<file path="src/rtl/dcache_ctrl_seq_pkg.sv">
// Shared definitions for the dcache maintenance sequencer.
// Holds the LSU opcode/param encodings used by the request classifier,
// the decoded maintenance operation type and the sequencer state encoding.
package dcache_ctrl_seq_pkg;

    localparam logic [2:0] OP_CTRL        = 3'b011;
    localparam logic [3:0] PARAM_INV      = 4'b0000;
    localparam logic [3:0] PARAM_FLUSH    = 4'b0001;
    localparam logic [3:0] PARAM_WAITMSHR = 4'b0010;

    typedef enum logic [1:0] {
        OP_FLUSH,
        OP_INV,
        OP_WAIT
    } op_e;

    localparam logic [2:0] ST_IDLE   = 3'd0;
    localparam logic [2:0] ST_DRAIN  = 3'd1;
    localparam logic [2:0] ST_WALK   = 3'd2;
    localparam logic [2:0] ST_WBWAIT = 3'd3;
    localparam logic [2:0] ST_RESP   = 3'd4;

    typedef enum logic [2:0] {
        StIdle   = ST_IDLE,
        StDrain  = ST_DRAIN,
        StWalk   = ST_WALK,
        StWbWait = ST_WBWAIT,
        StResp   = ST_RESP
    } state_e;

endpackage

</file>
<file path="src/rtl/dcache_walk_cnt.sv">
// Two-level set/way counter used to walk every line of the tag array.
// Ports:
//   clk, rst  - clock, asynchronous active-high reset
//   inc       - advance one line (way first, set on way wrap)
//   clr       - force back to set 0 / way 0 (has priority over inc)
//   set_idx   - current set index
//   way_idx   - current way index
//   last      - current position is the final line (last set, last way)
module dcache_walk_cnt #(
    parameter int unsigned NUM_SET = 32,
    parameter int unsigned NUM_WAY = 2,
    localparam int unsigned SET_W = $clog2(NUM_SET),
    localparam int unsigned WAY_W = (NUM_WAY > 1) ? $clog2(NUM_WAY) : 1
) (
    input  logic             clk,
    input  logic             rst,
    input  logic             inc,
    input  logic             clr,
    output logic [SET_W-1:0] set_idx,
    output logic [WAY_W-1:0] way_idx,
    output logic             last
);

    localparam logic [SET_W-1:0] SET_MAX = SET_W'(NUM_SET - 1);
    localparam logic [WAY_W-1:0] WAY_MAX = WAY_W'(NUM_WAY - 1);

    logic [SET_W-1:0] set_q, set_d;
    logic [WAY_W-1:0] way_q, way_d;
    logic             set_last;
    logic             way_last;

    assign set_last = (set_q == SET_MAX);
    // With a single way this is always true, so every inc moves to the next set.
    assign way_last = (way_q == WAY_MAX);

    always_comb begin
        set_d = set_q;
        way_d = way_q;
        if (clr) begin
            set_d = '0;
            way_d = '0;
        end else if (inc) begin
            if (way_last) begin
                way_d = '0;
                set_d = set_last ? '0 : set_q + 1'b1;
            end else begin
                way_d = way_q + 1'b1;
            end
        end
    end

    always_ff @(posedge clk or posedge rst) begin
        if (rst) begin
            set_q <= '0;
            way_q <= '0;
        end else begin
            set_q <= set_d;
            way_q <= way_d;
        end
    end

    assign set_idx = set_q;
    assign way_idx = way_q;
    assign last    = set_last && way_last;

endmodule

</file>
<file path="src/rtl/dcache_ctrl_seq.sv">
// Cache-maintenance sequencer sitting behind the L1 dcache request classifier.
// Accepts opcode 3'b011 requests (flush / invalidate / wait_mshr), drains the
// MSHRs, walks every set/way issuing one maintenance command per line, waits
// for the write-back buffer on flush and returns one response per request.
// Ports:
//   clk, rst                      - clock, asynchronous active-high reset
//   req_valid/ready/opcode/param/id - maintenance request from the classifier
//   mshr_empty, wb_empty          - level status from MSHR file and WB buffer
//   walk_valid/ready/set/way/flush - per-line command to the tag array
//   rsp_valid/ready/id/err        - completion response
//   busy                          - holds the core pipeline while not idle
module dcache_ctrl_seq
    import dcache_ctrl_seq_pkg::*;
#(
    parameter int unsigned NUM_SET = 32,
    parameter int unsigned NUM_WAY = 2,
    parameter int unsigned ID_W    = 8,
    localparam int unsigned SET_W  = $clog2(NUM_SET),
    localparam int unsigned WAY_W  = (NUM_WAY > 1) ? $clog2(NUM_WAY) : 1
) (
    input  logic             clk,
    input  logic             rst,
    input  logic             req_valid,
    output logic             req_ready,
    input  logic [2:0]       req_opcode,
    input  logic [3:0]       req_param,
    input  logic [ID_W-1:0]  req_id,
    input  logic             mshr_empty,
    input  logic             wb_empty,
    output logic             walk_valid,
    input  logic             walk_ready,
    output logic [SET_W-1:0] walk_set,
    output logic [WAY_W-1:0] walk_way,
    output logic             walk_flush,
    output logic             rsp_valid,
    input  logic             rsp_ready,
    output logic [ID_W-1:0]  rsp_id,
    output logic             rsp_err,
    output logic             busy
);

    state_e           state_q, state_d;
    op_e              op_q, op_d;
    logic [ID_W-1:0]  id_q, id_d;
    logic             err_q, err_d;
    logic             cnt_inc;
    logic             cnt_clr;
    logic             cnt_last;

    dcache_walk_cnt #(
        .NUM_SET(NUM_SET),
        .NUM_WAY(NUM_WAY)
    ) u_walk_cnt (
        .clk    (clk),
        .rst    (rst),
        .inc    (cnt_inc),
        .clr    (cnt_clr),
        .set_idx(walk_set),
        .way_idx(walk_way),
        .last   (cnt_last)
    );

    assign req_ready  = (state_q == StIdle) && (req_opcode == OP_CTRL);
    assign walk_valid = (state_q == StWalk);
    // Gated by the walk state so the command bus reads all-zero when idle.
    assign walk_flush = walk_valid && (op_q == OP_FLUSH);
    assign rsp_valid  = (state_q == StResp);
    assign rsp_id     = id_q;
    assign rsp_err    = err_q;
    assign busy       = (state_q != StIdle);

    always_comb begin
        state_d = state_q;
        op_d    = op_q;
        id_d    = id_q;
        err_d   = err_q;
        cnt_inc = 1'b0;
        cnt_clr = 1'b0;

        case (state_q)
            StIdle: begin
                if (req_valid && req_ready) begin
                    id_d  = req_id;
                    err_d = 1'b0;
                    case (req_param)
                        PARAM_FLUSH: begin
                            op_d    = OP_FLUSH;
                            state_d = StDrain;
                        end
                        PARAM_INV: begin
                            op_d    = OP_INV;
                            state_d = StDrain;
                        end
                        PARAM_WAITMSHR: begin
                            op_d    = OP_WAIT;
                            state_d = StDrain;
                        end
                        default: begin
                            // Unsupported param: answer straight away with an error.
                            op_d    = OP_WAIT;
                            err_d   = 1'b1;
                            state_d = StResp;
                        end
                    endcase
                end
            end
            StDrain: begin
                if (mshr_empty) begin
                    if (op_q == OP_WAIT) begin
                        state_d = StResp;
                    end else begin
                        cnt_clr = 1'b1;
                        state_d = StWalk;
                    end
                end
            end
            StWalk: begin
                if (walk_ready) begin
                    cnt_inc = 1'b1;
                    if (cnt_last) begin
                        state_d = (op_q == OP_FLUSH) ? StWbWait : StResp;
                    end
                end
            end
            StWbWait: begin
                if (wb_empty) begin
                    state_d = StResp;
                end
            end
            StResp: begin
                if (rsp_ready) begin
                    err_d   = 1'b0;
                    state_d = StIdle;
                end
            end
            default: begin
                state_d = StIdle;
            end
        endcase
    end

    always_ff @(posedge clk or posedge rst) begin
        if (rst) begin
            state_q <= StIdle;
            op_q    <= OP_FLUSH;
            id_q    <= '0;
            err_q   <= 1'b0;
        end else begin
            state_q <= state_d;
            op_q    <= op_d;
            id_q    <= id_d;
            err_q   <= err_d;
        end
    end

endmodule

</file>
<file path="config.mk">
export PLATFORM = sky130hd
export DESIGN_NAME = dcache_ctrl_seq
export DESIGN_NICKNAME = d
export VERILOG_FILES = /design/src/rtl/dcache_ctrl_seq_pkg.sv /design/src/rtl/dcache_walk_cnt.sv /design/src/rtl/dcache_ctrl_seq.sv
export SDC_FILE = /design/constraint.sdc
export NUM_CORES = 1
export LEC_CHECK = 0
export BUFFER_PORTS_ARGS = -buffer_cell sky130_fd_sc_hd__buf_4
export CAP_MARGIN = 20
export CORE_UTILIZATION = 40
export DETAILED_ROUTE_END_ITERATION = 8
export PLACE_DENSITY = 0.79
export SYNTH_ARGS = -nofsm -noshare
export SYNTH_HDL_FRONTEND = slang
export SYNTH_HIERARCHICAL = 1
export SYNTH_SLANG_ARGS = --single-unit
export TNS_END_PERCENT = 50
</file>
<file path="constraint.sdc">
create_clock -name clk -period 4.91 [get_ports clk]
set_input_delay 0.7365 -clock clk [delete_from_list [all_inputs] [get_ports clk]]
set_output_delay 0.7365 -clock clk [all_outputs]
set_load 0.01 [all_outputs]
</file>
==> results of run 1 <==
## layer usage
metal	GRT usage	vias to the layer above	share of wire
met1	0.217	437	0.41
met2	0.331	36	0.53
met5	0	-	0
met3	0.0603	2	0.058
li1	-	450	-
met4	0.0263	0	0.0043
## state kept, by name (all words and copies together) (netlist names)
register	flops
u_walk_cnt/set_idx	5
state_q	3
rsp_id	8
u_walk_cnt/way_idx	1
rsp_err	1
op_q	2
## through the flow
step           utilization  total power, mW  cells  worst slack, ps  hold WS, ps
2_1_floorplan            -            0.505    102             2840          471
3_3_place_gp         0.559            0.660    171             2770          495
3_5_place_dp         0.559            0.674    171             2690          502
4_1_cts              0.580            0.809    175             2460          349
5_1_grt              0.580            0.867    175             2300          350
6_report             0.580            0.804    175             2450          343
## Yosys cell counts (all sizes together), types with 2 or more instances
library cell	n	area, µm²
o21ai	5	25.0
or3	3	25.0
and3	2	12.5
mux2	8	113
a21oi	7	35.0
nor2	5	18.8
inv	6	22.5
and2	3	20.0
nor3	3	15.0
nand2	12	47.6
nand2b	2	12.5
nand3	3	15.0
dfrtp	20	500
ha	2	25.0
a211oi	2	15.0
## worst min path at each step
stage | end | slack [ps] | cells past startpoint
final | u_walk_cnt/set_idx[0] | 340 | 2
after global routing | u_walk_cnt/set_idx[0] | 350 | 2
after CTS | u_walk_cnt/set_idx[1] | 350 | 2
after detailed placement | rsp_id[3] | 500 | 1
after global placement | rsp_id[2] | 490 | 1
after floorplan | op_q[0] | 470 | 2
## kinds of logic after synthesis
family | after synthesis | share of synthesized area
multiplexers | 8 | 0.107
buffers and inverters | 8 | 0.0356
flip-flops | 20 | 0.474
XOR/XNOR | 1 | 0.00831
adder cells (fa/ha/maj) | 2 | 0.0237
AO/OA/AOI/OAI | 22 | 0.133
AND/OR/NAND/NOR | 41 | 0.218
## layout make-up
| class | count | share of cell area |
|---|---|---|
| Multi-Input combinational cell | 74 | 0.359 |
| Sequential cell | 20 | 0.348 |
| Timing Repair Buffer | 41 | 0.214 |
| Tap cell | 30 | 0.0261 |
| Clock inverter | 1 | 0.0209 |
| Clock buffer | 3 | 0.0157 |
| Inverter | 6 | 0.0157 |
## critical path: stages, from the launching register on
cell	delay, ps
dfrtp_1	540
nor4b_1	560
and2_1	210
buf_4	120
## power breakdown
part / leakage (nW) / internal, mW / switching [mW]
sequential: 0.249 / 0.234 / 0.0738
combinational: 0.451 / 0.206 / 0.157
clock: 0.0279 / 0.0825 / 0.0516
total: 0.728 / 0.522 / 0.282
==> out/metrics.yaml, run 1 <==
finish:
  layout.nets: 170
  drive_gt1_frac: 0.407
  diodes: 0
  multi_input_area_um2: 517
  fillers: 223
  syn2layout_area_growth_pct: 36.3
  final_cell_mix: "41 x buf_4, 20 x dfrtp_1, 11 x nand2_1, 7 x a21oi_1"
  final_cell_area_mm2: 0.00144
  final-seq-area_um2: 500
  layout_commonest_cell: "buf_4"
logic_synthesis:
  syn_nets: 126
  synth-seq-cells: 20
  async_reset_ff_frac: 1.00
  syn_area_per_cell_um2: 10.3
  ys_warn_count: 6
  ys_types: 39
  seq_area_frac_synth: 0.474
  ys.flop_type: "dfrtp_1"
  synthCells: 102
  synth_edf_count: 0
  netlist_area_mm2: 0.00105
clock_tree:
  path_clk_slew_ps: 110
  cts_buffer_depth: 2
  cts_buffers: 3
  ctsHoldBuffers: 0
  postCtsSetupRepairBufs: 0
  htree_levels: 1
  cts_resized: 0
  insertion_delay_ps: 300
  cts_tree: "yes"
  cts-root-buf: "clkbuf_4"
  cts.sinks: 20
worst_setup_path:
  end_kind: "output pin"
  cp-startpoint: "state_q[0]"
  r2r_start: "u_walk_cnt/set_idx[0]"
  start_kind: "register"
  r2r_end: "state_q[0]"
  r2r_slack_ps: 2670
  crit_type: "register to output pin"
  critPathRequiredTime_ps: 4170
  r2r_cells: 8
  crit_fanout: 14
  arrival_ps: 1720
  critPathCapture: "walk_flush"
sta:
  fin_crit_ps: 2460
  maxSlewViolCount: 0
  relSlewSlack: 0.640
  clock.fmax_mhz: 406
  period_share: 0.501
  hold_violations: 0
  rsz0062_at_grt: "false"
  fin_tns_setup_ps: 0
  skew_ps: 3.80
  setup_viol: 0
  worst_slew_pin_slew_ps: 533
drt:
  drc: 0
  detail-route-antenna-nets: 0
  firstDrtPassIters: 4
  wire_per_inst_um: 13.2
  vias: 925
  drt_wl_total_um: 2310
  vias_per_cell: 5.29
  drt-initial-drc-count: 17
die:
  core-area_mm2: 0.00248
  die_x_um: 53.4
  row_count: 18
  start_util: 0.426
  die_y_um: 53.4
  die-area_mm2: 0.00285
  io_pins: 42
grt:
  grt_pass1_wl_um: 3810
  grt_antenna_before_repair: 0
  grt_usage: 0.186
  grt_pass1_vias: 840
  grt_max_degree: 15
  overflow: 0
min_path:
  min_path_type: "primary input to asynchronous set/reset pin"
placed_design:
  dp_hpwl_um: 1790
  gp_congestion: 0.860
  placed_area_mm2: 0.00139
  numPortBuffers: 41
power:
  leakagePower_nw: 0.728
  power.density_mw_per_mm2: 559
  peakVddDrop_v: 0.000398
flow_run:
  cap_violations: 0
run_status:
  status: "complete, no violations"
Power figures use the tool's default switching activity.
==> run 2, diff against run 1 <==
Clock period 4.91 ns to 2.41 ns, I/O delays scaled along.
==> run 2 against run 1 <==
Effect of this change:
- register-to-register slack got worse by 2500 ps
- count of clock-buffer cells in the layout unchanged
- critical path type is now register to register
- setup slack worse by 2300 ps
- critical path depth up 5
- clock skew shrank 1.7 ps
- hold slack lost 90 ps
- cell area grew 1.6%
- total power is 110% higher
- global-route usage up 1.8 points
- non-clock buffer count up 1
- clock power increased by 110%
- sequential share of layout area shrank 0.54 points
==> out/metrics.yaml, run 2 (synthesis results as in run 1) <==
sta:
  worst_slew_pin_slew_ps: 536  # was 533 ps
  relSlewSlack: 0.643  # was 0.640
  period_share: 0.919
  clock.fmax_mhz: 451
  skew_ps: 2.08  # was 3.80 ps
  rsz0062_at_grt: "false"  # unchanged
  hold_violations: 0  # unchanged
  setup_viol: 0  # unchanged
  fin_crit_ps: 2220
  fin_tns_setup_ps: 0  # unchanged
  maxSlewViolCount: 0  # unchanged
die:
  start_util: 0.426  # unchanged
  core-area_mm2: 0.00248  # unchanged
  io_pins: 42  # unchanged
  die_x_um: 53.4  # unchanged
  row_count: 18  # unchanged
  die-area_mm2: 0.00285  # unchanged
  die_y_um: 53.4  # unchanged
drt:
  firstDrtPassIters: 4  # unchanged
  drt_wl_total_um: 2410  # was 2310 µm
  drt-initial-drc-count: 23  # was 17
  wire_per_inst_um: 13.7  # was 13.2 µm
  drc: 0  # unchanged
  detail-route-antenna-nets: 0  # unchanged
  vias_per_cell: 5.35  # was 5.29
  vias: 941  # was 925
power:
  clockPowerShare: 0.167  # about the same
  finalPower_mw: 1.66  # was 804 µW
  leakagePower_nw: 0.737  # was 0.728 nW
  p_sw_uw: 593  # was 282 µW
  internal_power_mw: 1.07  # was 522 µW
  p_seq_frac: 0.378  # was 0.383
  power.density_mw_per_mm2: 1140  # was 559 mW/mm²
  p_comb_frac: 0.455  # was 0.450
  swShare: 0.356  # was 0.351
  peakVddDrop_v: 0.000709  # was 0.000398 V
clock_tree:
  cts_buffers: 3  # unchanged
  insertion_delay_ps: 300  # about the same
  cts.sinks: 20  # unchanged
  cts-root-buf: "clkbuf_4"  # unchanged
  path_clk_slew_ps: 120  # was 110 ps
  postCtsSetupRepairBufs: 0  # unchanged
  cts_buffer_depth: 2  # unchanged
  cts_tree: "yes"  # unchanged
  htree_levels: 1  # unchanged
grt:
  grt_max_degree: 15  # unchanged
  grt_pass1_wl_um: 4080  # was 3810 µm
  grt_usage: 0.203  # was 0.186
  overflow: 0  # unchanged
  grt_antenna_before_repair: 0  # unchanged
  grt_pass1_vias: 930  # was 840
placed_design:
  numPortBuffers: 41  # unchanged
  placed_cells: 171  # unchanged
  dp_hpwl_um: 1840  # was 1790 µm
  gp_congestion: 0.803  # was 0.860
run_status:
  status: "complete, no violations"  # unchanged
finish:
  layout_commonest_cell: "buf_4"  # unchanged
  final_cell_mix: "41 x buf_4, 20 x dfrtp_1, 11 x nand2_1, 7 x a21oi_1"  # unchanged
  largest_reg_flops: 8  # unchanged
  postLayoutCoreUtil: 0.589  # was 0.580
  final_cells: 176  # was 175
  diodes: 0  # unchanged
  drive_gt1_frac: 0.418  # was 0.407
  layout.nets: 171  # was 170
  syn2layout_area_growth_pct: 38.4  # was 36.3%
worst_setup_path:
  crit_type: "register to register"  # was register to output pin
  end_kind: "register"  # was output pin
  arrival_ps: 2420  # was 1720 ps
  critPathRequiredTime_ps: 2610  # was 4170 ps
  crit_fanout: 6  # was 14
  start_kind: "register"  # unchanged
flow_run:
  cap_violations: 0  # unchanged
min_path:
  min_path_type: "primary input to register"  # was primary input to asynchronous set/reset pin
## run 2: metal layers
layer	vias to the layer above	routed length, µm	track usage
met5	-	0	0
met4	0	24	0.0833
met3	4	106	0.0402
met2	28	1250	0.344
met1	453	1030	0.248
li1	456	-	-
## run 2: layout make-up
type	instances	area, µm²
repair buffers	42	318
flip-flops and latches	20	500
clock inverters	1	30.0
well taps	30	37.5
clock buffers	3	22.5
multi-input cells	74	529
inverters	6	22.5
fillers	217	1020
## run 2: critical path, cell delays in order, from the launching register on
cell and delay (ps):
dfrtp_1 440, ha_1 240, and3_1 170, ha_1 230, and2_2 200, nor2b_1 130, a221oi_2 330, a2111oi_0 140
a41o_1 240
## run 2: metrics by stage
step	hold WS [ps]	area, µm²	setup WS (ps)
detailed placement	305	1390	132
floorplan	152	1050	344
CTS	251	1450	70.0
global placement	302	1390	308
global route	244	1460	52.1
finish	253	1460	194
## run 2: worst paths after layout
kind,cells after the start,from,slack [ps],endpoint
max reg2reg,8,u_walk_cnt/set_idx[0],190,state_q[0]
min reg2reg,1,rsp_id[2],520,rsp_id[2]
min,2,rsp_ready,250,state_q[2]
min in group asynchronous,3,rst,520,u_walk_cnt/way_idx
max,8,u_walk_cnt/set_idx[0],190,state_q[0]
max in group asynchronous,3,rst,1410,rsp_id[2]
## run 2: power groups by stage
stage	registers, mW	logic (mW)	clock network, mW
2_1_floorplan	0.646	0.383	0
4_1_cts	0.626	0.754	0.282
3_3_place_gp	0.621	0.724	0
6_report	0.630	0.757	0.277
5_1_grt	0.654	0.851	0.301
3_5_place_dp	0.627	0.748	0
## run 2: what timing repair did
item | in CTS | in global routing
endpoints found under the setup margin | 0 | 2
hold endpoints to repair | 6 | 0
hold buffers | 1 | 0
resized for setup | 0 | 2
